===== src/rtl/packet_serializer.sv =====
// packet_serializer: splits a 24-bit header and four 56-bit subpackets into
// 32 bit-slices per packet. Each slice is a 9-bit payload word.
// The last slices of every stream carry BCH parity. The BCH value is built
// serially while the packet is being sent.
module packet_serializer (
    input  logic        clk_pixel,
    input  logic        reset,
    input  logic        data_island_period,
    input  logic [23:0] header,
    input  logic [55:0] sub [4],
    output logic [4:0]  counter,
    output logic [8:0]  packet_data,
    output logic        packet_end
);

    localparam int unsigned CNT_W     = 5;
    localparam int unsigned ECC_W     = 8;
    localparam int unsigned NUM_SUB   = 4;
    localparam int unsigned HDR_LAST  = 23;   // last header data slice
    localparam int unsigned SUB_LAST  = 27;   // last subpacket data slice
    localparam int unsigned SLICE_END = 31;   // final slice of a packet

    localparam logic [ECC_W-1:0] BCH_POLY = 8'h83;

    logic [CNT_W-1:0] counter_q, counter_d;
    logic [ECC_W-1:0] hdr_ecc_q, hdr_ecc_d;
    logic [ECC_W-1:0] sub_ecc_q [NUM_SUB];
    logic [ECC_W-1:0] sub_ecc_d [NUM_SUB];

    // Even and odd subpacket bit positions for the current slice.
    logic [5:0] even_idx;
    logic [5:0] odd_idx;

    // ECC bit-pair position for subpacket parity slices 28..31.
    logic [2:0] sub_ecc_idx;

    // One serial BCH step with generator 1+x^6+x^7+x^8. The LSB is the feedback tap.
    function automatic logic [ECC_W-1:0] bch_step(input logic [ECC_W-1:0] ecc,
                                                  input logic             b);
        bch_step = {1'b0, ecc[ECC_W-1:1]} ^ ((ecc[0] ^ b) ? BCH_POLY : '0);
    endfunction

    assign even_idx    = {counter_q, 1'b0};
    assign odd_idx     = {counter_q, 1'b1};
    assign sub_ecc_idx = {counter_q[1:0], 1'b0};

    // Next state for the slice counter and the ECC accumulators.
    always_comb begin
        counter_d = '0;
        hdr_ecc_d = hdr_ecc_q;
        sub_ecc_d = sub_ecc_q;

        if (data_island_period) begin
            counter_d = counter_q + CNT_W'(1);
        end

        if (!data_island_period || counter_q == CNT_W'(SLICE_END)) begin
            hdr_ecc_d = '0;
            for (int k = 0; k < NUM_SUB; k++) begin
                sub_ecc_d[k] = '0;
            end
        end else begin
            if (counter_q <= CNT_W'(HDR_LAST)) begin
                hdr_ecc_d = bch_step(hdr_ecc_q, header[counter_q]);
            end
            if (counter_q <= CNT_W'(SUB_LAST)) begin
                for (int k = 0; k < NUM_SUB; k++) begin
                    sub_ecc_d[k] = bch_step(bch_step(sub_ecc_q[k], sub[k][even_idx]),
                                            sub[k][odd_idx]);
                end
            end
        end
    end

    // State registers. The asynchronous reset clears them at once, which drops any partial packet.
    always_ff @(posedge clk_pixel or posedge reset) begin
        if (reset) begin
            counter_q <= '0;
            hdr_ecc_q <= '0;
            for (int k = 0; k < NUM_SUB; k++) begin
                sub_ecc_q[k] <= '0;
            end
        end else begin
            counter_q <= counter_d;
            hdr_ecc_q <= hdr_ecc_d;
            for (int k = 0; k < NUM_SUB; k++) begin
                sub_ecc_q[k] <= sub_ecc_d[k];
            end
        end
    end

    // Slice payload mux. Data bits come first, then the held parity with no added latency.
    always_comb begin
        packet_data = '0;

        if (counter_q <= CNT_W'(HDR_LAST)) begin
            packet_data[0] = header[counter_q];
        end else begin
            packet_data[0] = hdr_ecc_q[counter_q[2:0]];
        end

        for (int k = 0; k < NUM_SUB; k++) begin
            if (counter_q <= CNT_W'(SUB_LAST)) begin
                packet_data[1+k] = sub[k][even_idx];
                packet_data[5+k] = sub[k][odd_idx];
            end else begin
                packet_data[1+k] = sub_ecc_q[k][sub_ecc_idx];
                packet_data[5+k] = sub_ecc_q[k][sub_ecc_idx + 3'd1];
            end
        end
    end

    assign counter    = counter_q;
    assign packet_end = data_island_period && (counter_q == CNT_W'(SLICE_END));

endmodule


===== config.mk =====
export PLATFORM = sky130hd
export DESIGN_NAME = packet_serializer
export DESIGN_NICKNAME = d
export VERILOG_FILES = /design/src/rtl/packet_serializer.sv
export SDC_FILE = /design/constraint.sdc
export NUM_CORES = 1
export LEC_CHECK = 0
export BUFFER_PORTS_ARGS = -buffer_cell sky130_fd_sc_hd__buf_2
export CAP_MARGIN = 15
export CORE_MARGIN = 3
export CORE_UTILIZATION = 50
export DETAILED_ROUTE_END_ITERATION = 8
export GPL_TIMING_DRIVEN = 0
export HOLD_SLACK_MARGIN = 0.08
export PLACE_DENSITY = 0.91
export SYNTH_ARGS = -nofsm -noshare
export SYNTH_HDL_FRONTEND = slang
export SYNTH_SLANG_ARGS = --single-unit

===== constraint.sdc =====
create_clock -name clk_pixel -period 4.7 [get_ports clk_pixel]
set_input_delay 0.47 -clock clk_pixel [delete_from_list [all_inputs] [get_ports clk_pixel]]
set_output_delay 0.47 -clock clk_pixel [all_outputs]
set_load 0.01 [all_outputs]

==> results of run 1 <==
area by class of cell:
cell class                 count  area share
inverter                       5     0.00286
clock buffer                   5      0.0105
buffer                        44      0.0483
tap                          129      0.0246
timing repair buffer         266       0.207
antenna                        1    0.000382
clock inverter                 3     0.00993
sequential                    45       0.172
multi-input combinational    436       0.525
routing by layer:
layer	global-route usage	vias up	part of all wire
met2	0.558	401	0.50
met4	0.0797	0	0.027
met3	0.0587	62	0.10
met5	0	-	0
met1	0.428	2681	0.37
li1	-	2510	-
kinds of logic (layout without fill, tap and decap cells):
group | after synthesis | count (layout)
compound gates | 111 | 111
xor+xnor | 21 | 21
fa+ha+maj | 2 | 2
buf+inv | 49 | 323
flops | 45 | 45
mux | 133 | 133
other cells | 0 | 1
simple gates | 169 | 169
flip-flops by register name, indices dropped and copies added, names as in the netlist:
name       count
counter        5
hdr_ecc_q      8
sub_ecc_q     32
critical path, delay by kind of cell (launching register included):
kind	cells	cell delay, ns
buf+inv	6	1.67
compound gates	1	0.29
flops	1	0.50
simple gates	3	0.58
worst min path at each step:
stage | end | slack [ns] | cells past startpoint
CTS | sub_ecc_q[4]$_DFFE_PP0P_ | 0.21 | 2
global placement | hdr_ecc_q[6]$_DFFE_PP0P_ | 0.52 | 2
floorplan | hdr_ecc_q[6]$_DFFE_PP0P_ | 0.50 | 2
finish | sub_ecc_q[2]$_DFFE_PP0P_ | 0.19 | 2
detailed placement | sub_ecc_q[18]$_DFFE_PP0P_ | 0.53 | 2
global route | sub_ecc_q[2]$_DFFE_PP0P_ | 0.23 | 2
per-stage QoR:
stage | hold slack (ns) | instance area, um2 | setup slack, ns | std cells | utilization
3_5_place_dp | 0.533 | 6420 | 1.28 | 925 | 0.685
4_1_cts | 0.209 | 6550 | 0.943 | 933 | 0.699
2_1_floorplan | 0.503 | 4900 | 2.09 | 530 | -
3_3_place_gp | 0.523 | 6390 | 1.35 | 924 | 0.682
6_report | 0.192 | 6560 | 0.877 | 934 | 0.699
5_1_grt | 0.229 | 6550 | 0.786 | 933 | 0.699
cells in the mapped netlist (7+ instances only):
cell	number	area share
buf_6	9	0.021
mux4_2	26	0.12
o21ai_0	10	0.010
nand3_1	24	0.024
nand2_1	68	0.052
buf_2	11	0.011
clkbuf_1	9	0.0069
dfrtp_1	45	0.23
nor2_1	38	0.029
xnor2_1	12	0.021
mux2i_1	104	0.21
a21oi_1	41	0.042
and2_1	7	0.0089
a22oi_1	38	0.058
report_power, final:
group / switching (mW) / internal [mW]
combinational: 0.409 / 0.421
clock: 0.136 / 0.211
sequential: 0.0874 / 0.470
==> out/results.ini, run 1 <==
[setup_path]
r2r_start = counter[2]$_DFF_PP0_
rrSetupSlack_ns = 1.79
path_class = flop to output port
critPathMostFrequentCell = buf_6
cpMaxStageDelayCell = dfrtp_1
r2r-end = sub_ecc_q[9]$_DFFE_PP0P_
slowest_delay_ns = 0.50
r2r_cells = 8
crit_start = counter[0]$_DFF_PP0_
endpoint_kind = output port
worstPathCellList = buf_6 -> buf_6 -> buf_6 -> and3b_1 -> o211ai_1 -> clkbuf_1 -> clkbuf_1 -> nor2_1 -> nor2_1 -> buf_2
arrival_ns = 3.35
cp_max_fo = 10
startpoint_type = flop
crit_required_ns = 4.23
crit_end = packet_data[1]

[layout]
fill_cells = 731
layout_commonest_cell = buf_2
multi_input_comb_area_mm2 = 0.00344
seqCellArea_mm2 = 0.00113
syn_to_final_growth_pct = 33.7
drive_gt1_frac = 0.432
final_cell_mix = buf_2 (276), mux2i_1 (104), nand2_1 (68)
nNetsFinal = 1056

[timing]
rsz0062_at_grt = no
slew-limit-headroom = 0.517
slew_viol_final = 0
fin_crit_ns = 3.82
hold_viol = 0
fmax_mhz = 262
worstMarginPinSlew_ns = 0.724
setup_tns_ns = 0
clock_skew_ns = 0.00679
finalSetupViolCount = 0
min_period_over_period = 0.813

[floorplan]
fp-row-count = 35
placeableCoreArea_mm2 = 0.00937
initial_core_util = 0.523
fp.dieW_um = 105
die-area_mm2 = 0.0110
dieHeight_um = 105
ios = 266

[route]
via_per_inst = 6.05
wl_um = 19200
first_pass_iters = 6
drc = 0
vias = 5654
drt_iter0_markers = 717
drt-wirelength-per-cell_um = 20.6
ant_nets = 0

[logic_synthesis]
synth_xor_xnor_area_share = 0.0436
yosys.area_share.simple = 0.163
synthesis.area_mm2 = 0.00490
synth-async-reset-ratio = 1.00
synth_top_family_by_area = multiplexers
syn-num-nets = 783
synth_edf_count = 0
synth_cells = 530
synth_compound_area_frac = 0.145
yosysUniqueCellTypes = 49
ys_warn_count = 0
ys_ff_latch = 45
yosysSeqAreaShare = 0.230
postSynthAreaPerCell_um2 = 9.25
yosys-mux-area-fraction = 0.345
synthFlopType = dfrtp_1
synthAdderAreaFrac = 0.00510

[global_routing]
grtUsageTotal = 0.326
antenna_found_initial = 0
grt_first_pass_wirelength_um = 28700
grt_overflow_total = 0
grt_pass1_vias = 5394
grt_max_degree = 25

[power]
total_power_mw = 1.74
p_leak_nw = 3.19
power_density_mw_per_mm2 = 265
vdd_drop_max_v = 0.000264

[placed_design]
io_buffers = 265
hpwl_um = 15500
finalWeightedCongestion = 0.911

[clocking]
cts-root-buf = clkbuf_8
htree_num_levels = 2
cts_made_buffers = 5
cts_tree = built
cts_resized = 0
cts_setup_buffers = 0
clk_pin_slew_ns = 0.08
clk_latency_ns = 0.30
cts_buffer_depth = 2
ctsHoldBuffers = 0
cts.sinks = 45

[status]
status = complete, no violations

[flow_run]
maxCapViolCount = 0

[hold_path]
min_path_type = input port to async pin

No activity file was read; power rests on OpenSTA's default activity.
==> inputs of run 2 (changes only) <==
- CORE_UTILIZATION: 50 -> 42
- PLACE_DENSITY: 0.91 -> 0.82
- clock period: 4.7 -> 3.25 ns (I/O delays scaled with it)
==> run 2 against run 1 <==
Against the previous run:
- sequential share of layout area shrank 0.20 points
- highest routed layer is now met5
- register-to-register slack lost 1.4 ns
- global-route usage shrank 5.1 points
==> out/results.ini, run 2 (synthesis results as in run 1) <==
[placed_design]
placed_cell_area_mm2 = 0.00642
io_buffers = 265
finalWeightedCongestion = 0.890
post-place-ws_ns = 0.0808
hpwl_um = 15300

[clocking]
cts-root-buf = clkbuf_16
cts.sinks = 45
htree_num_levels = 2
clk_pin_slew_ns = 0.06
cts_buffer_depth = 2
cts_tree = built
clk_latency_ns = 0.29
cts_made_buffers = 5

[route]
first_pass_iters = 5
wl_um = 18900
drt-wirelength-per-cell_um = 20.0
drc = 0
drt_iter0_markers = 466
ant_nets = 0
via_per_inst = 5.82
vias = 5497

[floorplan]
ios = 266
die-area_mm2 = 0.0130
fp.dieW_um = 114
fp-row-count = 38
initial_core_util = 0.441
placeableCoreArea_mm2 = 0.0111
dieHeight_um = 114

[timing]
setup_ws_ns = 0.107
hold_viol = 0
finalSetupViolCount = 0
worstMarginPinSlew_ns = 0.608
min_period_over_period = 0.967
slew_viol_final = 0
clock_skew_ns = 0.00522
holdWs_ns = 0.355
fin_crit_ns = 3.14
fmax_mhz = 318
slew-limit-headroom = 0.593

[hold_path]
worstHoldPathCells = 2
worstHoldStart = data_island_period
min_path_type = input port to flop
hold_end = counter[1]$_DFF_PP0_

[layout]
nNetsFinal = 1056
drive_gt1_frac = 0.437
stdcell_area_mm2 = 0.00663
syn_to_final_growth_pct = 35.3
final_util = 0.596
largest_register = sub_ecc_q
largest_reg_flops = 32
layout_commonest_cell = buf_2
final_cell_mix = buf_2 (276), mux2i_1 (104), nand2_1 (68)
fill_cells = 980

[setup_path]
r2r_cells = 8
startpoint_type = flop
endpoint_kind = output port
slowest_delay_ns = 0.52
cpMaxStageDelayCell = dfrtp_1
critPathTopFamily = buffers and inverters
cp_max_fo = 19
crit_required_ns = 2.92
arrival_ns = 2.82
critPathBufInv = 5
r2r_start = counter[2]$_DFF_PP0_
critPathMostFrequentCell = buf_6
path_class = flop to output port
r2r-end = sub_ecc_q[9]$_DFFE_PP0P_
rrSetupSlack_ns = 0.40
worstPathCellList = buf_6 -> buf_6 -> buf_6 -> and3b_1 -> o211a_1 -> buf_2 -> nor2_1 -> nor2_1 -> buf_2

[power]
p_leak_nw = 3.23
p_switching_mw = 0.934
p_int_mw = 1.73
vdd_drop_max_v = 0.000221
combPwrFrac = 0.449
swShare = 0.351
clockPowerShare = 0.248
seqPwrFrac = 0.303
power_density_mw_per_mm2 = 401

[global_routing]
grt_max_degree = 26
grt_pass1_vias = 5456
grt_overflow_total = 0
antenna_found_initial = 2
grt_first_pass_wirelength_um = 28000
grtUsageTotal = 0.275

[status]
status = complete, no violations

[flow_run]
maxCapViolCount = 0

run 2: final cells by class:
type / count / area, um2 / share of cell area
Tap cell: 140 / 175 / 0.0264
Multi-Input combinational cell: 436 / 3440 / 0.519
Buffer: 42 / 315 / 0.0475
Clock inverter: 3 / 65.1 / 0.00981
Clock buffer: 5 / 125 / 0.0189
Inverter: 5 / 18.8 / 0.00283
Antenna cell: 1 / 2.50 / 0.000377
Sequential cell: 45 / 1130 / 0.170
Timing Repair Buffer: 268 / 1360 / 0.206
run 2: power by group through the flow:
stage / Combinational (mW) / Clock (mW) / Sequential, mW
global route: 1.31 / 0.688 / 0.823
floorplan: 0.829 / 0 / 0.778
detailed placement: 1.17 / 0 / 0.812
CTS: 1.19 / 0.665 / 0.802
global placement: 1.15 / 0 / 0.803
finish: 1.19 / 0.661 / 0.807
run 2: worst register-to-register path, delay by kind of cell, from the launching register on:
family | cells | cell delay (ns)
AND/OR/NAND/NOR | 3 | 0.88
multiplexers | 1 | 0.55
flip-flops | 1 | 0.49
XOR/XNOR | 1 | 0.36
buffers and inverters | 1 | 0.26
AO/OA/AOI/OAI | 2 | 0.23
run 2: repair_timing:
item | CTS | global route
setup buffers | 0 | 1
pin swaps | 0 | 1
resized for setup | 3 | 4
endpoints found under the setup margin | 8 | 6
endpoints found under the hold margin | 20 | 0
hold buffers | 1 | 0
run 2: per-layer routing:
metal | vias to the layer above | GRT usage | share of wire
met1 | 2605 | 0.344 | 0.38
met3 | 58 | 0.0513 | 0.084
met5 | - | 0 | 0.00069
li1 | 2515 | - | -
met4 | 2 | 0.116 | 0.044
met2 | 317 | 0.468 | 0.49
run 2: worst max-delay path by stage:
stage,depth (start not counted),end,from
CTS,8,packet_data[1],counter[1]$_DFF_PP0_
global route,10,packet_data[2],counter[0]$_DFF_PP0_
global placement,10,packet_data[2],counter[0]$_DFF_PP0_
finish,9,packet_data[2],counter[0]$_DFF_PP0_
floorplan,9,packet_data[4],counter[1]$_DFF_PP0_
detailed placement,10,packet_data[2],counter[0]$_DFF_PP0_
run 2: through the flow:
| step | total power [mW] | std cells | setup TNS, ns |
|---|---|---|---|
| CTS | 2.65 | 944 | 0 |
| global placement | 1.95 | 935 | 0 |
| global route | 2.82 | 945 | -0.00602 |
| floorplan | 1.61 | 530 | 0 |
| finish | 2.66 | 945 | 0 |
| detailed placement | 1.98 | 936 | 0 |
==> inputs of run 3 (changes only) <==
- PLACE_DENSITY: 0.82 -> 0.79
==> run 3 against run 2 <==
Against the previous run:
- cell area down 0.72%
- cell count unchanged
- sequential power up 1%
- flip-flop and latch count unchanged
- die area unchanged
- sequential share of layout area up 0.12 points
- setup slack better by 0.034 ns
- via count down 1.1%
- non-clock buffer count unchanged
- critical endpoint is now packet_data[7]
- largest power group unchanged
==> out/results.ini, run 3 (synthesis results as in run 1) <==
[status]
status = complete, no violations

[setup_path]
startpoint_type = flop
cp_max_fo = 10
endpoint_kind = output port
r2r_cells = 8
rrSetupSlack_ns = 0.28
r2r_start = counter[2]$_DFF_PP0_
r2r-end = sub_ecc_q[25]$_DFFE_PP0P_
arrival_ns = 2.78
crit_required_ns = 2.92
path_class = flop to output port

[timing]
min_period_over_period = 0.957
holdWs_ns = 0.343
slew_viol_final = 0
setup_tns_ns = 0
hold_viol = 0
worstMarginPinSlew_ns = 0.611
fmax_mhz = 322
setup_ws_ns = 0.141
slew-limit-headroom = 0.593
clock_skew_ns = 0.00316
finalSetupViolCount = 0
fin_crit_ns = 3.11

[layout]
syn_to_final_growth_pct = 34.3
multi_input_comb_area_mm2 = 0.00344
layout_commonest_cell = buf_2
seqCellArea_mm2 = 0.00113
fill_cells = 1000
largest_reg_flops = 32
nNetsFinal = 1056
largest_register = sub_ecc_q
stdcell_count = 945
drive_gt1_frac = 0.437
stdcell_area_mm2 = 0.00659
final_cell_mix = buf_2 (275), mux2i_1 (104), nand2_1 (68)

[global_routing]
grt_pass1_vias = 5218
grt_overflow_total = 0
grt_max_degree = 29
antenna_found_initial = 2
grtUsageTotal = 0.276
grt_first_pass_wirelength_um = 28000

[route]
vias = 5438
wl_um = 19100
drc = 0
ant_nets = 0
drt_iter0_markers = 549
via_per_inst = 5.75
drt-wirelength-per-cell_um = 20.2
first_pass_iters = 6

[floorplan]
initial_core_util = 0.441
placeableCoreArea_mm2 = 0.0111
fp.dieW_um = 114
dieHeight_um = 114
fp-row-count = 38
die-area_mm2 = 0.0130
ios = 266

[hold_path]
worstHoldPathCells = 2
min_path_type = input port to flop
hold_end = counter[0]$_DFF_PP0_
worstHoldStart = data_island_period

[clocking]
clk_latency_ns = 0.29
cts.sinks = 45
cts_made_buffers = 5
cts_buffer_depth = 2
cts_tree = built
clk_pin_slew_ns = 0.06
cts-root-buf = clkbuf_16
htree_num_levels = 2

[placed_design]
place_inst = 936
post-place-ws_ns = 0.201
hpwl_um = 15800
finalWeightedCongestion = 0.946
io_buffers = 265
placed_cell_area_mm2 = 0.00642

[power]
p_leak_nw = 3.21
power_density_mw_per_mm2 = 381
vdd_drop_max_v = 0.000217

[flow_run]
maxCapViolCount = 0

[run 3: metrics by stage]
step,power (mW),util
floorplan,1.61,-
global placement,1.96,0.576
detailed placement,1.99,0.577
CTS,2.50,0.591
global route,2.66,0.592
finish,2.51,0.592
[run 3: worst max path at each step]
stage / cells after the start / startpoint / end
final: 10 / counter[0]$_DFF_PP0_ / packet_data[7]
after global routing: 10 / counter[0]$_DFF_PP0_ / packet_data[7]
after CTS: 10 / counter[0]$_DFF_PP0_ / packet_data[7]
after detailed placement: 10 / counter[0]$_DFF_PP0_ / packet_data[7]
after global placement: 10 / counter[0]$_DFF_PP0_ / packet_data[7]
after floorplan: 9 / counter[1]$_DFF_PP0_ / packet_data[4]
[run 3: worst max-delay path, stage by stage (launching register included)]
cell      delay (ns)
dfrtp_1         0.50
buf_6           0.21
buf_6           0.16
buf_6           0.17
and3b_1         0.18
o211ai_1        0.32
clkbuf_4        0.27
clkbuf_2        0.25
nor2_1          0.08
nor2_1          0.18
buf_2           0.17
[run 3: power breakdown]
group          switching, mW  internal (mW)  total [mW]  leakage, nW
registers              0.136          0.681       0.817        0.598
logic                  0.590          0.609        1.20         2.54
clock network          0.214          0.282       0.495       0.0696
[run 3: what timing repair did]
item                       4_1_cts  5_1_grt
pin swaps                        0        1
cloned                           0        0
resized for setup                2        5
setup endpoints to repair        8        9
hold buffers                     1        0
hold endpoints to repair        17        0
buffers inserted                 0        1
[run 3: final cells by class]
cell class | count | area share
timing repair buffer | 268 | 0.207
tap | 140 | 0.0266
clock inverter | 3 | 0.00266
inverter | 5 | 0.00285
buffer | 42 | 0.0479
multi-input combinational | 436 | 0.523
clock buffer | 5 | 0.0190
sequential | 45 | 0.171
antenna | 1 | 0.000380
[run 3: layer usage]
layer,up-vias,GRT usage,share of wire
met5,-,0,0.00068
met4,2,0.0887,0.030
met3,46,0.0587,0.091
met2,294,0.477,0.50
met1,2577,0.345,0.38
li1,2519,-,-
